**src/rtl/wb_commit_queue.sv**
```systemverilog
`default_nettype none
// ============================================================================
// Module      : wb_commit_queue
// Description : In-order writeback commit FIFO with youngest-match forwarding.
// Revision    : 1.0
// ============================================================================
module wb_commit_queue #(
    parameter int DEPTH  = 4,
    parameter int ADDR_W = 5,
    parameter int DATA_W = 16
) (
    input  logic                     clock_i,
    input  logic                     reset_i,
    input  logic                     wbA_i,
    input  logic [ADDR_W-1:0]        wbAddrA_i,
    input  logic [DATA_W-1:0]        wbValA_i,
    output logic                     full_o,
    output logic                     regWe_o,
    output logic [ADDR_W-1:0]        regAddr_o,
    output logic [DATA_W-1:0]        regVal_o,
    input  logic                     regReady_i,
    input  logic [ADDR_W-1:0]        fwdAddr_i,
    output logic                     fwdHit_o,
    output logic [DATA_W-1:0]        fwdVal_o,
    output logic [$clog2(DEPTH):0]   count_o,
    output logic                     overflow_o
);

    localparam int PTR_W = $clog2(DEPTH);
    localparam int CNT_W = PTR_W + 1;
    localparam logic [CNT_W-1:0] C_DEPTH = CNT_W'(DEPTH);

    logic [ADDR_W-1:0] addr_q [DEPTH];
    logic [DATA_W-1:0] val_q  [DEPTH];

    logic [PTR_W-1:0] rd_ptr_q, rd_ptr_d;
    logic [PTR_W-1:0] wr_ptr_q, wr_ptr_d;
    logic [CNT_W-1:0] count_q, count_d;
    logic             ovf_q, ovf_d;

    logic w_empty;
    logic w_wr_valid;
    logic w_pop;
    logic w_push;

    assign w_empty    = (count_q == '0);
    assign w_wr_valid = wbA_i && (wbAddrA_i != '0);
    assign w_pop      = !w_empty && regReady_i;
    assign w_push     = w_wr_valid && ((count_q < C_DEPTH) || w_pop);

    assign regWe_o    = !w_empty;
    assign regAddr_o  = w_empty ? '0 : addr_q[rd_ptr_q];
    assign regVal_o   = w_empty ? '0 : val_q[rd_ptr_q];
    assign full_o     = (count_q == C_DEPTH);
    assign count_o    = count_q;
    assign overflow_o = ovf_q;

    always_comb begin
        rd_ptr_d = rd_ptr_q;
        wr_ptr_d = wr_ptr_q;
        count_d  = count_q;
        ovf_d    = ovf_q;
        if (w_pop) begin
            rd_ptr_d = rd_ptr_q + PTR_W'(1);
        end
        if (w_push) begin
            wr_ptr_d = wr_ptr_q + PTR_W'(1);
        end
        if (w_push && !w_pop) begin
            count_d = count_q + CNT_W'(1);
        end else if (w_pop && !w_push) begin
            count_d = count_q - CNT_W'(1);
        end
        if (w_wr_valid && !w_push) begin
            ovf_d = 1'b1;
        end
    end

    always_ff @(posedge clock_i or negedge reset_i) begin
        if (!reset_i) begin
            rd_ptr_q <= '0;
            wr_ptr_q <= '0;
            count_q  <= '0;
            ovf_q    <= 1'b0;
        end else begin
            rd_ptr_q <= rd_ptr_d;
            wr_ptr_q <= wr_ptr_d;
            count_q  <= count_d;
            ovf_q    <= ovf_d;
        end
    end

    // Entry payload needs no reset: occupancy gates every read of it.
    always_ff @(posedge clock_i) begin
        if (w_push) begin
            addr_q[wr_ptr_q] <= wbAddrA_i;
            val_q[wr_ptr_q]  <= wbValA_i;
        end
    end

    // Walk oldest to youngest so the last match left standing is the youngest.
    logic [PTR_W-1:0] w_idx;
    always_comb begin
        fwdHit_o = 1'b0;
        fwdVal_o = '0;
        w_idx    = '0;
        for (int i = 0; i < DEPTH; i++) begin
            w_idx = rd_ptr_q + PTR_W'(i);
            if ((CNT_W'(i) < count_q) && (fwdAddr_i != '0) &&
                (addr_q[w_idx] == fwdAddr_i)) begin
                fwdHit_o = 1'b1;
                fwdVal_o = val_q[w_idx];
            end
        end
    end

endmodule
`default_nettype wire
```
**config.mk**
```make
export PLATFORM = sky130hd
export DESIGN_NAME = wb_commit_queue
export DESIGN_NICKNAME = d
export VERILOG_FILES = /design/src/rtl/wb_commit_queue.sv
export SDC_FILE = /design/constraint.sdc
export NUM_CORES = 1
export LEC_CHECK = 0
export ABC_AREA = 1
export BUFFER_PORTS_ARGS = -buffer_cell sky130_fd_sc_hd__buf_4
export CORE_AREA = 2 2 150 152
export CTS_BUF_LIST = sky130_fd_sc_hd__clkbuf_8
export DETAILED_ROUTE_END_ITERATION = 12
export DIE_AREA = 0 0 152 154
export PLACE_DENSITY = 0.46
export SYNTH_ARGS = -nofsm -noshare
export SYNTH_HDL_FRONTEND = slang
export SYNTH_SLANG_ARGS = --single-unit
```
**constraint.sdc**
```tcl
create_clock -name clock_i -period 3.6 [get_ports clock_i]
set_clock_uncertainty 0.1 [all_clocks]
set_input_delay 1.08 -clock clock_i [delete_from_list [all_inputs] [get_ports clock_i]]
set_output_delay 1.08 -clock clock_i [all_outputs]
set_load 0.02 [all_outputs]
```
# Word-level counts from Yosys, hierarchy flattened
# Memory sizes are Yosys's and may differ from the RTL's.
# Cells that the tools add are included.
[word_totals] wordCells=58 out_inout_bits=44 memories=2 in_bits=30 ram_bits=84 regBits=8
[mem_list] memory="val_q" depth=4 word_bits=16 rd=4 rd_clocked_by_memory_dff=0 wr=1 line_no="34" source="logic [DATA_W-1:0] val_q [DEPTH];"
[mem_list] memory="addr_q" depth=4 word_bits=5 rd=4 rd_clocked_by_memory_dff=0 wr=1 line_no="33" source="logic [ADDR_W-1:0] addr_q [DEPTH];"
[classes] magnitude_cmp=5 n_eq_ne=5 reduce_logical=22 add_sub_neg=6 n_mux=14
[op_table] op="2-to-1 mux 16 bit" count=5
[op_table] op="equality test 5 bit" count=4
[op_table] op="logical AND 1 bit" count=14
[op_table] op="nonzero test 5 bit" count=2
[op_table] op="< comparator 1 x 3 -> 1 bit (first input constant)" count=2
[op_table] op="< comparator 2 x 3 -> 1 bit (first input constant)" count=2
[op_table] op="2-to-1 mux 1 bit" count=6
[op_table] op="2-to-1 mux 3 bit" count=2
[op_table] op="2-to-1 mux 5 bit" count=1
[op_table] op="adder 2 x 1 -> 2 bit (second input constant)" count=2
[op_table] op="adder 2 bit (second input constant)" count=2
[op_table] op="adder 3 x 1 -> 3 bit (second input constant)" count=1
[op_table] op="equality test 3 bit (second input constant)" count=1
[op_table] op="zero test 1 bit" count=3
[op_table] op="zero test 3 bit" count=1
[op_table] op="< comparator 3 bit (second input constant)" count=1
[op_table] op="subtractor 3 x 1 -> 3 bit (second input constant)" count=1
[op_table] op="nonzero test 2 bit" count=1
[op_table] op="logical OR 1 bit" count=1

# Logic depth before layout (Yosys ltp)
# Gate-level depths: netlist of run 1.
[logic_depth] depth_word=9 mapped_depth=17 mapped_depth_nobuf=14

# Worst setup path before layout of run 1
# Ideal clock, no wire load.
[synth_path] kind="input to output" from="input port fwdAddr_i[4]" to="output port fwdVal_o[10]" path_slack_ns=0.201 required_time_ns=2.420 stages=11 path_buffers=1 arrival_time_ns=2.219 cell_sequence="inv_1 > nand4_1 > nor2b_1 > nand2_1 > nor2_2 > nand3_4 > buf_2 > nand2_1 > nand2_1 > nand2_1 > nand2_1"
[synth_via] elab_chain_len=7 elab_cells_between_ends=17 classes_between="eq/ne: 4; mux: 4; reduce/logical: 9"
[synth_rtl] item="start, declared" line_no="22" source="input logic [ADDR_W-1:0] fwdAddr_i,"
[synth_rtl] item="nonzero test 5 bit" line_no="109" source="if ((CNT_W'(i) < count_q) && (fwdAddr_i != '0) &&"
[synth_rtl] item="logical AND 1 bit (2 in a row)" line_no="109"
[synth_rtl] item="2-to-1 mux 16 bit (3 in a row)" line_no="109"
[synth_rtl] item="2-to-1 mux 16 bit (*)" line_no="109"
[synth_rtl] item="end, declared" line_no="24" source="output logic [DATA_W-1:0] fwdVal_o,"
# Mark *: on every way between the ends. The rest lies on a longest branch, timed or not.

# Final worst setup path of run 1
[layout_path] from="input port fwdAddr_i[1]" to="output port fwdVal_o[14]"
# Same word-level chain as after synthesis.

==> summary.md, run 1 <==
| Metric | Value |
|---|---|
| Pint | `3700 uW` |
| IO Pins | `74` |
| Post-synth cell types | `35` |
| Worst slew margin | `61.5%` |
| Die Wd | `~150 um` |
| Share of power burned in registers | `19.6%` |
| Area growth syn-to-layout | `29.5%` |
| Max-Cap Viols | `0` |
| DRC Markers | `0` |
| IO buf count | `73` |
| Register area share after synthesis | `roughly 42%` |
| Critical path type | `input port to output pin` |
| Initial antenna violation count | `0` |
| Unrepaired setup endpoints after global routing | `yes` |
| CTS Root Cell | `clkbuf_8` |
| DR WL/cell | `approximately 15 um` |
| Comb power frac | `between 70% and 80%` |
| Period Utilization, post-route | `103%` |
| Num CTS Buffers | `9` |
| Fmax | `270 MHz` |
| Fin cells | `around 1300` |
| Vias/cell | `between 4 and 5` |
| Vias in the first global route | `5339` |
| Flops & latches, synth | `92` |
| Switching Fraction | `roughly 52%` |
| Failing checks | `setup timing` |
| Critical path endpoint category | `output pin` |
| GR Util All Layers | `16.5%` |
| Net count after synthesis | `about 960` |
| Required time worst endpoint | `2.42 ns` |
| Final hold slack | `around 0.39 ns` |
| Maximum number of pins on one net before global-route repair | `36` |
| Critical Path Fanout Max | `8` |
| Initial DRC count | `around 330` |
| Outcome | `finished with violations` |
| Pwr Total | `a little under 8000 uW` |
| Row count | `54` |
| Clock share of power | `9.0%` |
| Post-DP HPWL | `around 14 mm` |
| Diode count | `0` |
| Pwr Density | `925 nW/um^2` |
| Max rail drop VDD | `roughly 0.32 mV` |
| Post-route ant nets | `0` |
| Final Critical Period | `3.70 ns` |
| Seq. cell area | `roughly 2700 sq um` |
| Dpl cell area | `7480 sq um` |
| Grt total ovfl | `0` |
| Cell total after placement | `1265` |
| Worst min path class | `register to register` |
| Via count | `5755` |
| Cell count after synthesis | `approximately 900` |
| Core outline area | `21700 sq um` |
| Post-Synthesis Cell Area | `around 6400 sq um` |
| Slew Limit Fails | `0` |
| # hold bufs at CTS | `0` |
| Initial Util | `29.7%` |
| Final Hold Viols | `0` |
| Final WL | `a little under 20 mm` |
| Post-route cell area | `8340 sq um` |
| CTS sink count | `just over 90` |
| Syn. warnings | `0` |
| Final setup viols | `17` |
| Drt pass-1 iters | `5` |
| H-Tree Depth | `3` |
| Layout cells sized above 1 | `26.7%` |
| Area of the multi-input gates | `around 3400 sq um` |
| Die area | `about 23000 sq um` |
| Actual slew at the worst max-slew pin | `0.571 ns` |
| P_leak | `0.00387 uW` |
| CTS Buffer Depth | `2` |
| Die height | `roughly 150 um` |
| Post-route setup slack | `-0.0992 ns` |
| CTS tree | `done` |
| Startpoint types | `input port` |
| Core Util, Final | `approximately two fifths` |
| FILL cells | `between 2000 and 2500` |
| Clk pin slew, worst setup/hold paths | `around 0.10 ns` |
| Routability congestion estimate | `~0.78` |
| First-pass GRT wire length | `between 30 and 40 mm` |
| Avg Cell Area, Syn | `7.02 sq um` |
| Sw power | `4020 uW` |
| Clk_lat worst skew | `between 0.3 and 0.4 ns` |
| Nets@finish | `1050` |
| CP arrival | `between 2 and 3 ns` |
==> power by group through the flow <==
stage	Clock (uW)	Combinational (uW)	Sequential, uW
6_report	693	5510	1520
5_1_grt	758	6140	1540
4_1_cts	717	5190	1500
3_5_place_dp	0	4800	1530
3_3_place_gp	0	4800	1520
2_1_floorplan	0	3170	1520
==> logic make-up (layout without fill, tap and decap cells) <==
kind of cell | Yosys count | in the layout | share of synthesized area [%]
XOR/XNOR | 5 | 5 | 0.680
AND/OR/NAND/NOR | 572 | 573 | 37.3
buffers and inverters | 124 | 221 | 8.86
AO/OA/AOI/OAI | 116 | 116 | 9.13
adder cells (fa/ha/maj) | 9 | 9 | 1.75
flip-flops | 92 | 92 | 42.3
==> synthesized netlist by cell type (all sizes together) <==
cell type,number,area (sq um)
a21oi,2,10.0
buf,28,210
clkbuf,19,71.3
dfrtp,8,200
edfxtp,84,2520
ha,9,113
inv,77,289
nand2,399,1530
nand3,42,263
nand3b,1,20.0
nand4,2,27.5
nor2,123,538
nor2b,1,6.26
nor3,2,10.0
o211ai,1,7.51
o21a,1,7.51
o21ai,111,556
o21bai,1,7.51
or2,2,12.5
xnor2,1,8.76
xor2,4,35.0
==> cell usage in the layout, fill, tap and decap left out, drive strengths merged, types with 4 or more instances in the layout <==
| master | count |
|---|---|
| nor2 | 123 |
| nand2 | 400 |
| nand3 | 42 |
| edfxtp | 84 |
| o21ai | 111 |
| ha | 9 |
| buf | 124 |
| dfrtp | 8 |
| clkbuf | 13 |
| xor2 | 4 |
| inv | 83 |
==> layer usage <==
layer  up-vias  wire (um)  share of wire [%]  GRT usage (%)
li1       3089          -                  -              -
met1      2552      10600                 54           26.1
met2       105       7890                 40           23.2
met3         9        926                4.7           2.87
met4         0        167               0.85           3.60
met5         -          0                  0              0
==> state kept, by name, indices dropped and copies added, names as in the netlist <==
signal / flops
val_q: 64
addr_q: 20
count_o: 3
rd_ptr_q: 2
wr_ptr_q: 2
overflow_o: 1
==> repair_timing <==
item	4_1_cts	5_1_grt
endpoints found under the setup margin	17	20
cloned	3	5
buffers inserted	6	2
resized for setup	68	81
pin swaps	16	18
==> per-stage QoR <==
stage / setup TNS [ns] / worst slack, ns
floorplan: 0 / 0.201
global placement: -1.30 / -0.112
detailed placement: -1.65 / -0.127
CTS: -1.25 / -0.109
global route: -3.20 / -0.219
finish: -0.991 / -0.0992
==> layout make-up <==
cell class              instances  area share, %
inverters                      77           3.55
well taps                     280           4.20
flip-flops and latches         92           32.7
clock inverters                 7          0.795
multi-input cells             703           41.4
repair buffers                128           15.9
clock buffers                   9           1.48
==> worst max-delay path: stages <==
cell     delay [ns]
buf_6          0.10
nor2_4         0.09
nand4_1        0.15
nor2b_1        0.18
nand2_1        0.08
nor2_2         0.05
nand3_4        0.16
buf_12         0.17
nor2_4         0.03
nor2_2         0.09
nand2_1        0.05
nand2_1        0.07
nand2_2        0.08
buf_6          0.14
==> path summary, 6_finish.rpt <==
check                              from            to  slack (ns)  depth (start not counted)
max reg2reg                  count_o[0]  addr_q[3][4]        0.90                          8
min                          overflow_o    overflow_o        0.39                          1
min in group asynchronous       reset_i    overflow_o        0.41                          1
min reg2reg                  overflow_o    overflow_o        0.39                          1
max                        fwdAddr_i[1]  fwdVal_o[14]        -0.1                         14
max in group asynchronous       reset_i    count_o[0]        2.85                          1
No activity file was read; power rests on OpenSTA's default activity.
==> run 2: changes to the inputs <==
--- a/config.mk
+++ b/config.mk
@@ -12,6 +12,7 @@
 export DETAILED_ROUTE_END_ITERATION = 12
 export DIE_AREA = 0 0 152 154
 export PLACE_DENSITY = 0.46
+export SETUP_SLACK_MARGIN = 0.3
 export SYNTH_ARGS = -nofsm -noshare
 export SYNTH_HDL_FRONTEND = slang
 export SYNTH_SLANG_ARGS = --single-unit
==> summary.md, run 2 (synthesis gave the netlist of run 1 again) <==
| Metric | Value |
|---|---|
| Critical Path Fanout Max | `33` |
| Startpoint types | `register` |
| Final Hold Viols | `0` |
| Sw power | `between 3000 and 4000 uW` |
| Final WL | `18.3 mm` |
| Area of the multi-input gates | `around 3300 sq um` |
| CTS Buffer Depth | `2` |
| Max-Cap Viols | `0` |
| Actual slew at the worst max-slew pin | `0.521 ns` |
| Switching Fraction | `51.9%` |
| Row count | `54` |
| GR Util All Layers | `15.7%` |
| Maximum number of pins on one net before global-route repair | `slightly above 60` |
| Unrepaired setup endpoints after global routing | `yes` |
| Commonest non-fill, non-tap cell in the layout | `nand2_1` |
| Worst slew margin | `64.9%` |
| Post-route cell area | `around 8000 sq um` |
| DR WL/cell | `approximately 14 um` |
| Failing checks | `setup timing` |
| P_leak | `~0.0037 uW` |
| Area growth syn-to-layout | `23.5%` |
| Pwr Density | `920 nW/um^2` |
| Worst min path class | `register to register` |
| Drt pass-1 iters | `5` |
| H-Tree Depth | `3` |
| CTS sink count | `between 90 and 100` |
| Most frequent cells in the layout | `nand2_1 (375), nor2_1 (94), o21ai_0 (87), buf_4 (85), edfxtp_1 (84)` |
| Critical path type | `register to output pin` |
| Outcome | `finished with violations` |
| Seq. cell area | `approximately 2700 sq um` |
| Die height | `154 um` |
| Share of power burned in registers | `roughly 20%` |
| FILL cells | `between 2000 and 2500` |
| Post-DP HPWL | `14.1 mm` |
| Diode count | `0` |
| Comb power frac | `a little over two thirds` |
| Dpl cell area | `7500 sq um` |
| Clk pin slew, worst setup/hold paths | `~0.09 ns` |
| Pint | `between 3000 and 4000 uW` |
| # hold bufs at CTS | `0` |
| Vias/cell | `4.36` |
| Final setup viols | `7` |
| Largest reg by FF count | `val_q` |
| Required time worst endpoint | `2.42 ns` |
| IO Pins | `74` |
| Vias in the first global route | `4910` |
| Num CTS Buffers | `9` |
| Slew Limit Fails | `0` |
| CTS tree | `done` |
| Die Wd | `between 150 and 200 um` |
| DRC Markers | `0` |
| CP arrival | `about 2.5 ns` |
| Fmax | `between 200 and 300 MHz` |
| Clock share of power | `9.2%` |
| Post-route ant nets | `0` |
| Post-route setup slack | `-0.0282 ns` |
| Critical path endpoint category | `output pin` |
| Clk_lat worst skew | `0.36 ns` |
| Nets@finish | `1038` |
| Period Utilization, post-route | `101%` |
| Core outline area | `roughly 22000 sq um` |
| First-pass GRT wire length | `around 29 mm` |
| Max reg flops | `between 60 and 70` |
| Layout cells sized above 1 | `about 22%` |
| Initial Util | `between 20% and 30%` |
| Initial antenna violation count | `0` |
| Initial DRC count | `414` |
| Routability congestion estimate | `0.845` |
| Grt total ovfl | `0` |
| CTS Root Cell | `clkbuf_8` |
| Max rail drop VDD | `about 0.34 mV` |
| Core Util, Final | `36.7%` |
| Die area | `around 23000 sq um` |
| IO buf count | `73` |
| Via count | `5596` |
| Final Critical Period | `between 3 and 4 ns` |
==> run 2: changes by cell type in the layout (fill, tap and decap cells not counted), moves of 7 or more <==
| cell | change |
|---|---|
| nand2_2 | -14 |
| nor2_1 | +22 |
| nor2_2 | -18 |
| nand3_2 | -7 |
| o21ai_0 | -7 |
| nand2_1 | +18 |
==> run 2: layout make-up <==
type | instances | share of cell area [%]
Multi-Input combinational cell | 703 | 41.5
Timing Repair Buffer | 116 | 13.5
Clock buffer | 9 | 1.56
Tap cell | 280 | 4.41
Inverter | 77 | 3.92
Clock inverter | 7 | 0.850
Sequential cell | 92 | 34.3
==> run 2: routing by layer <==
| layer | track usage, % | part of all wire [%] | routed length, um |
|---|---|---|---|
| met2 | 19.5 | 37 | 6670 |
| met3 | 1.78 | 5.6 | 1030 |
| met5 | 0 | 0 | 0 |
| met1 | 27.2 | 57 | 10400 |
| met4 | 3.96 | 1.1 | 209 |
==> run 2: final timing paths <==
kind                             startpoint     endpoint  slack (ns)  cells past startpoint
worst min register to register   overflow_o   overflow_o        0.38                      1
worst min-delay path             overflow_o   overflow_o        0.38                      1
worst max-delay path            rd_ptr_q[0]  fwdVal_o[3]       -0.03                     13
worst max register to register   count_o[0]  val_q[2][6]        1.11                      9
min in group asynchronous           reset_i  rd_ptr_q[0]        0.42                      1
max in group asynchronous           reset_i  rd_ptr_q[0]        2.83                      1
==> run 2: metrics by stage <==
stage          setup TNS [ns]  instances  worst slack [ns]  total power, uW  hold slack, ns
3_5_place_dp            -1.23       1263           -0.0882             6340           0.372
5_1_grt                 -3.14       1284            -0.234             8000           0.402
6_report              -0.0718       1284           -0.0282             7320           0.383
4_1_cts                -0.284       1283           -0.0400             7290           0.393
3_3_place_gp            -1.18       1263           -0.0900             6320           0.368
2_1_floorplan               0        918             0.268             4740           0.394
==> run 2: critical path, cell delays in order, from the launching register on <==
cell and delay [ns]:
dfrtp_2 0.48, buf_4 0.17, nand2_1 0.10, nand2_4 0.12, nand3_1 0.09, o21ai_1 0.10
or2_2 0.29, nand3_2 0.08, nor2_4 0.05, buf_12 0.16, nor2_1 0.18, nand2_1 0.09
nand2_2 0.06, buf_6 0.11
==> run 2: power groups by stage <==
stage	clock [uW]	combinational (uW)	sequential, uW
floorplan	0	3220	1520
global placement	0	4790	1520
detailed placement	0	4820	1520
CTS	703	5090	1500
global route	753	5720	1530
finish	675	5140	1500
==> run 2: repair_timing <==
action | CTS | global route
gates cloned | 2 | 0
resized for setup | 49 | 23
setup buffers | 2 | 1
endpoints found under the setup margin | 25 | 27
pin swaps | 10 | 1
==> run 3: changes to the inputs <==
--- a/config.mk
+++ b/config.mk
@@ -7,10 +7,10 @@
 export LEC_CHECK = 0
 export ABC_AREA = 1
 export BUFFER_PORTS_ARGS = -buffer_cell sky130_fd_sc_hd__buf_4
-export CORE_AREA = 2 2 150 152
+export CORE_AREA = 2 2 167 137
 export CTS_BUF_LIST = sky130_fd_sc_hd__clkbuf_8
 export DETAILED_ROUTE_END_ITERATION = 12
-export DIE_AREA = 0 0 152 154
+export DIE_AREA = 0 0 169 139
 export PLACE_DENSITY = 0.46
 export SETUP_SLACK_MARGIN = 0.3
 export SYNTH_ARGS = -nofsm -noshare
==> constraint.sdc (replaced) <==
create_clock -name clock_i -period 3.45 [get_ports clock_i]
set_clock_uncertainty 0.1 [all_clocks]
set_input_delay 1.035 -clock clock_i [delete_from_list [all_inputs] [get_ports clock_i]]
set_output_delay 1.035 -clock clock_i [all_outputs]
set_load 0.02 [all_outputs]
==> summary.md, run 3 (synthesis gave the netlist of run 1 again) <==
| Metric | Value |
|---|---|
| Outcome | `finished with violations` |
| Failing checks | `setup timing` |
| Critical path, cell by cell | `clkinv_4 -> buf_12 -> nand2_4 -> nand2_4 -> clkbuf_16 -> nand3_1 -> o21ai_1 -> or2_4 -> nand3_2 -> nor2_4 -> buf_12 -> buf_12 -> nor2_1 -> nand2_1 -> nand2_2 -> buf_6` |
| DR WL/cell | `15.6 um` |
| Layout cells sized above 1 | `between 20% and 30%` |
| Diode count | `0` |
| Critical Path Fanout Max | `6` |
| Final Critical Period | `between 3 and 4 ns` |
| R2R setup slack | `about 0.95 ns` |
| Fmax | `around 270 MHz` |
| CTS sink count | `92` |
| Sw power | `approximately 4200 uW` |
| Row count | `a little under 50` |
| Share of power burned in registers | `about a fifth` |
| Startpoint types | `register` |
| Area of the multi-input gates | `3380 sq um` |
| Num CTS Buffers | `9` |
| Clk pin slew, worst setup/hold paths | `about 0.090 ns` |
| Met1 WL | `11.2 mm` |
| Die area | `between 20000 and 25000 sq um` |
| Actual slew at the worst max-slew pin | `0.480 ns` |
| Uppermost routed layer | `met4` |
| Pint | `slightly above 4000 uW` |
| FILL cells | `around 2300` |
| CTS Buffer Depth | `2` |
| Die Wd | `between 150 and 200 um` |
| Period Utilization, post-route | `107%` |
| Post-route setup slack | `-0.235 ns` |
| CTS tree | `done` |
| Commonest non-fill, non-tap cell in the layout | `nand2_1` |
| Pwr Density | `990 nW/um^2` |
| Maximum number of pins on one net before global-route repair | `just under 100` |
| Dpl cell area | `between 7000 and 8000 sq um` |
| Final Hold Viols | `0` |
| Initial antenna violation count | `0` |
| GR Util All Layers | `approximately 18%` |
| Unrepaired setup endpoints after global routing | `yes` |
| Final setup viols | `17` |
| Vias in the first global route | `roughly 5300` |
| Initial Util | `roughly 30%` |
| Seq. cell area | `2730 sq um` |
| Crit path buffers/inverters | `6` |
| Required time worst endpoint | `around 2.3 ns` |
| Comb power frac | `71.0%` |
| Slowest Stage Delay on Critical Path | `between 0.4 and 0.5 ns` |
| IO buf count | `73` |
| Post-route ant nets | `0` |
| DRC Markers | `0` |
| Pwr Total | `about 8300 uW` |
| Routability congestion estimate | `about 0.8` |
| Worst reg2reg path depth | `9` |
| CP most frequent cell | `buf_12` |
| First-pass GRT wire length | `roughly 31 mm` |
| Worst slew margin | `approximately two thirds` |
| Initial DRC count | `between 500 and 600` |
| Worst reg2reg startpoint | `count_o[1]` |
| Largest reg by FF count | `val_q` |
| Nets@finish | `between 1000 and 1500` |
| CTS Root Cell | `clkbuf_8` |
| Max rail drop VDD | `0.398 mV` |
| Switching Fraction | `about half` |
| Clk_lat worst skew | `around 0.38 ns` |
| Reg2reg end | `val_q[1][2]` |
| IO Pins | `74` |
| Critical path endpoint category | `output pin` |
| Most frequent cells in the layout | `nand2_1 (354), buf_4 (94), nor2_1 (86), edfxtp_1 (84), o21ai_0 (83)` |
| Drt pass-1 iters | `5` |
| Core Util, Final | `a little under two fifths` |
| Worst min path class | `input port to async pin` |
| Post-DP HPWL | `around 14 mm` |
| CP arrival | `2.55 ns` |
| Grt total ovfl | `0` |
| Met3 Wirelength | `between 1 and 1.5 mm` |
| Clock share of power | `10.1%` |
| H-Tree Depth | `3` |
| P_leak | `approximately 0.0039 uW` |
| Via count | `5925` |
| Slew Limit Fails | `0` |
| Core outline area | `21900 sq um` |
| Max-Cap Viols | `0` |
| Post-route cell area | `roughly 8400 sq um` |
| Vias/cell | `roughly 4.5` |
| Area growth syn-to-layout | `30.1%` |
| WL met2 | `approximately 7.5 mm` |
| Die height | `roughly 140 um` |
| Final WL | `20.4 mm` |
| Largest delay contributor family on the critical path | `simple AND/OR/NAND/NOR gates` |
| Max reg flops | `between 60 and 70` |
| Critical path type | `register to output pin` |
| Crit path max-delay cell type | `dfrtp_2` |
[run 3: metal layers]
layer	vias up	GRT usage, %
li1	3102	-
met1	2636	29.3
met2	168	22.4
met3	19	3.14
met4	0	4.95
met5	-	0
[run 3: timing repair]
item | in CTS | in global routing
buffers inserted | 10 | 0
cloned | 4 | 3
resized for setup | 49 | 63
pin swaps | 3 | 30
setup endpoints to repair | 38 | 37
hold buffers | 0 | 0
[run 3: layout make-up]
cell class / count / share of cell area (%)
tap: 280 / 4.18
clock buffer: 9 / 1.48
clock inverter: 7 / 1.16
timing repair inverter: 1 / 0.0896
inverter: 77 / 3.76
sequential: 92 / 32.5
multi-input combinational: 702 / 40.3
timing repair buffer: 136 / 16.5
[run 3: how the worst max path moves through the flow]
stage	from	end	slack (ns)	cells after the start
after floorplan	fwdAddr_i[3]	fwdVal_o[11]	0.21	12
after global placement	fwdAddr_i[0]	fwdVal_o[12]	-0.20	13
after detailed placement	fwdAddr_i[0]	fwdVal_o[15]	-0.19	13
after CTS	rd_ptr_q[0]	fwdVal_o[10]	-0.25	18
after global routing	rd_ptr_q[0]	fwdVal_o[4]	-0.38	18
final	rd_ptr_q[0]	fwdVal_o[10]	-0.24	16
[run 3: metrics by stage]
step           instances  worst slack (ns)  hold slack [ns]  TNS, ns
6_report            1304            -0.235            0.355    -3.31
5_1_grt             1304            -0.384            0.345    -6.23
4_1_cts             1301            -0.249            0.337    -3.88
3_5_place_dp        1271            -0.188            0.385    -2.85
3_3_place_gp        1271            -0.200            0.382    -2.80
2_1_floorplan        918             0.208            0.394        0
[run 3: worst reg2reg max path, stage by stage (launching register included)]
cell and delay (ns):
dfrtp_2 0.41, inv_1 0.10, ha_1 0.20, nand2_2 0.19
nand2_1 0.24, a21oi_1 0.21, buf_4 0.15, inv_1 0.09
nor2_2 0.09, buf_4 0.36
[run 3: power by group through the flow]
stage | sequential [uW] | clock (uW) | combinational, uW
2_1_floorplan | 1590 | 0 | 3370
3_3_place_gp | 1580 | 0 | 5160
3_5_place_dp | 1580 | 0 | 5180
4_1_cts | 1560 | 860 | 5590
5_1_grt | 1590 | 905 | 6520
6_report | 1560 | 838 | 5890
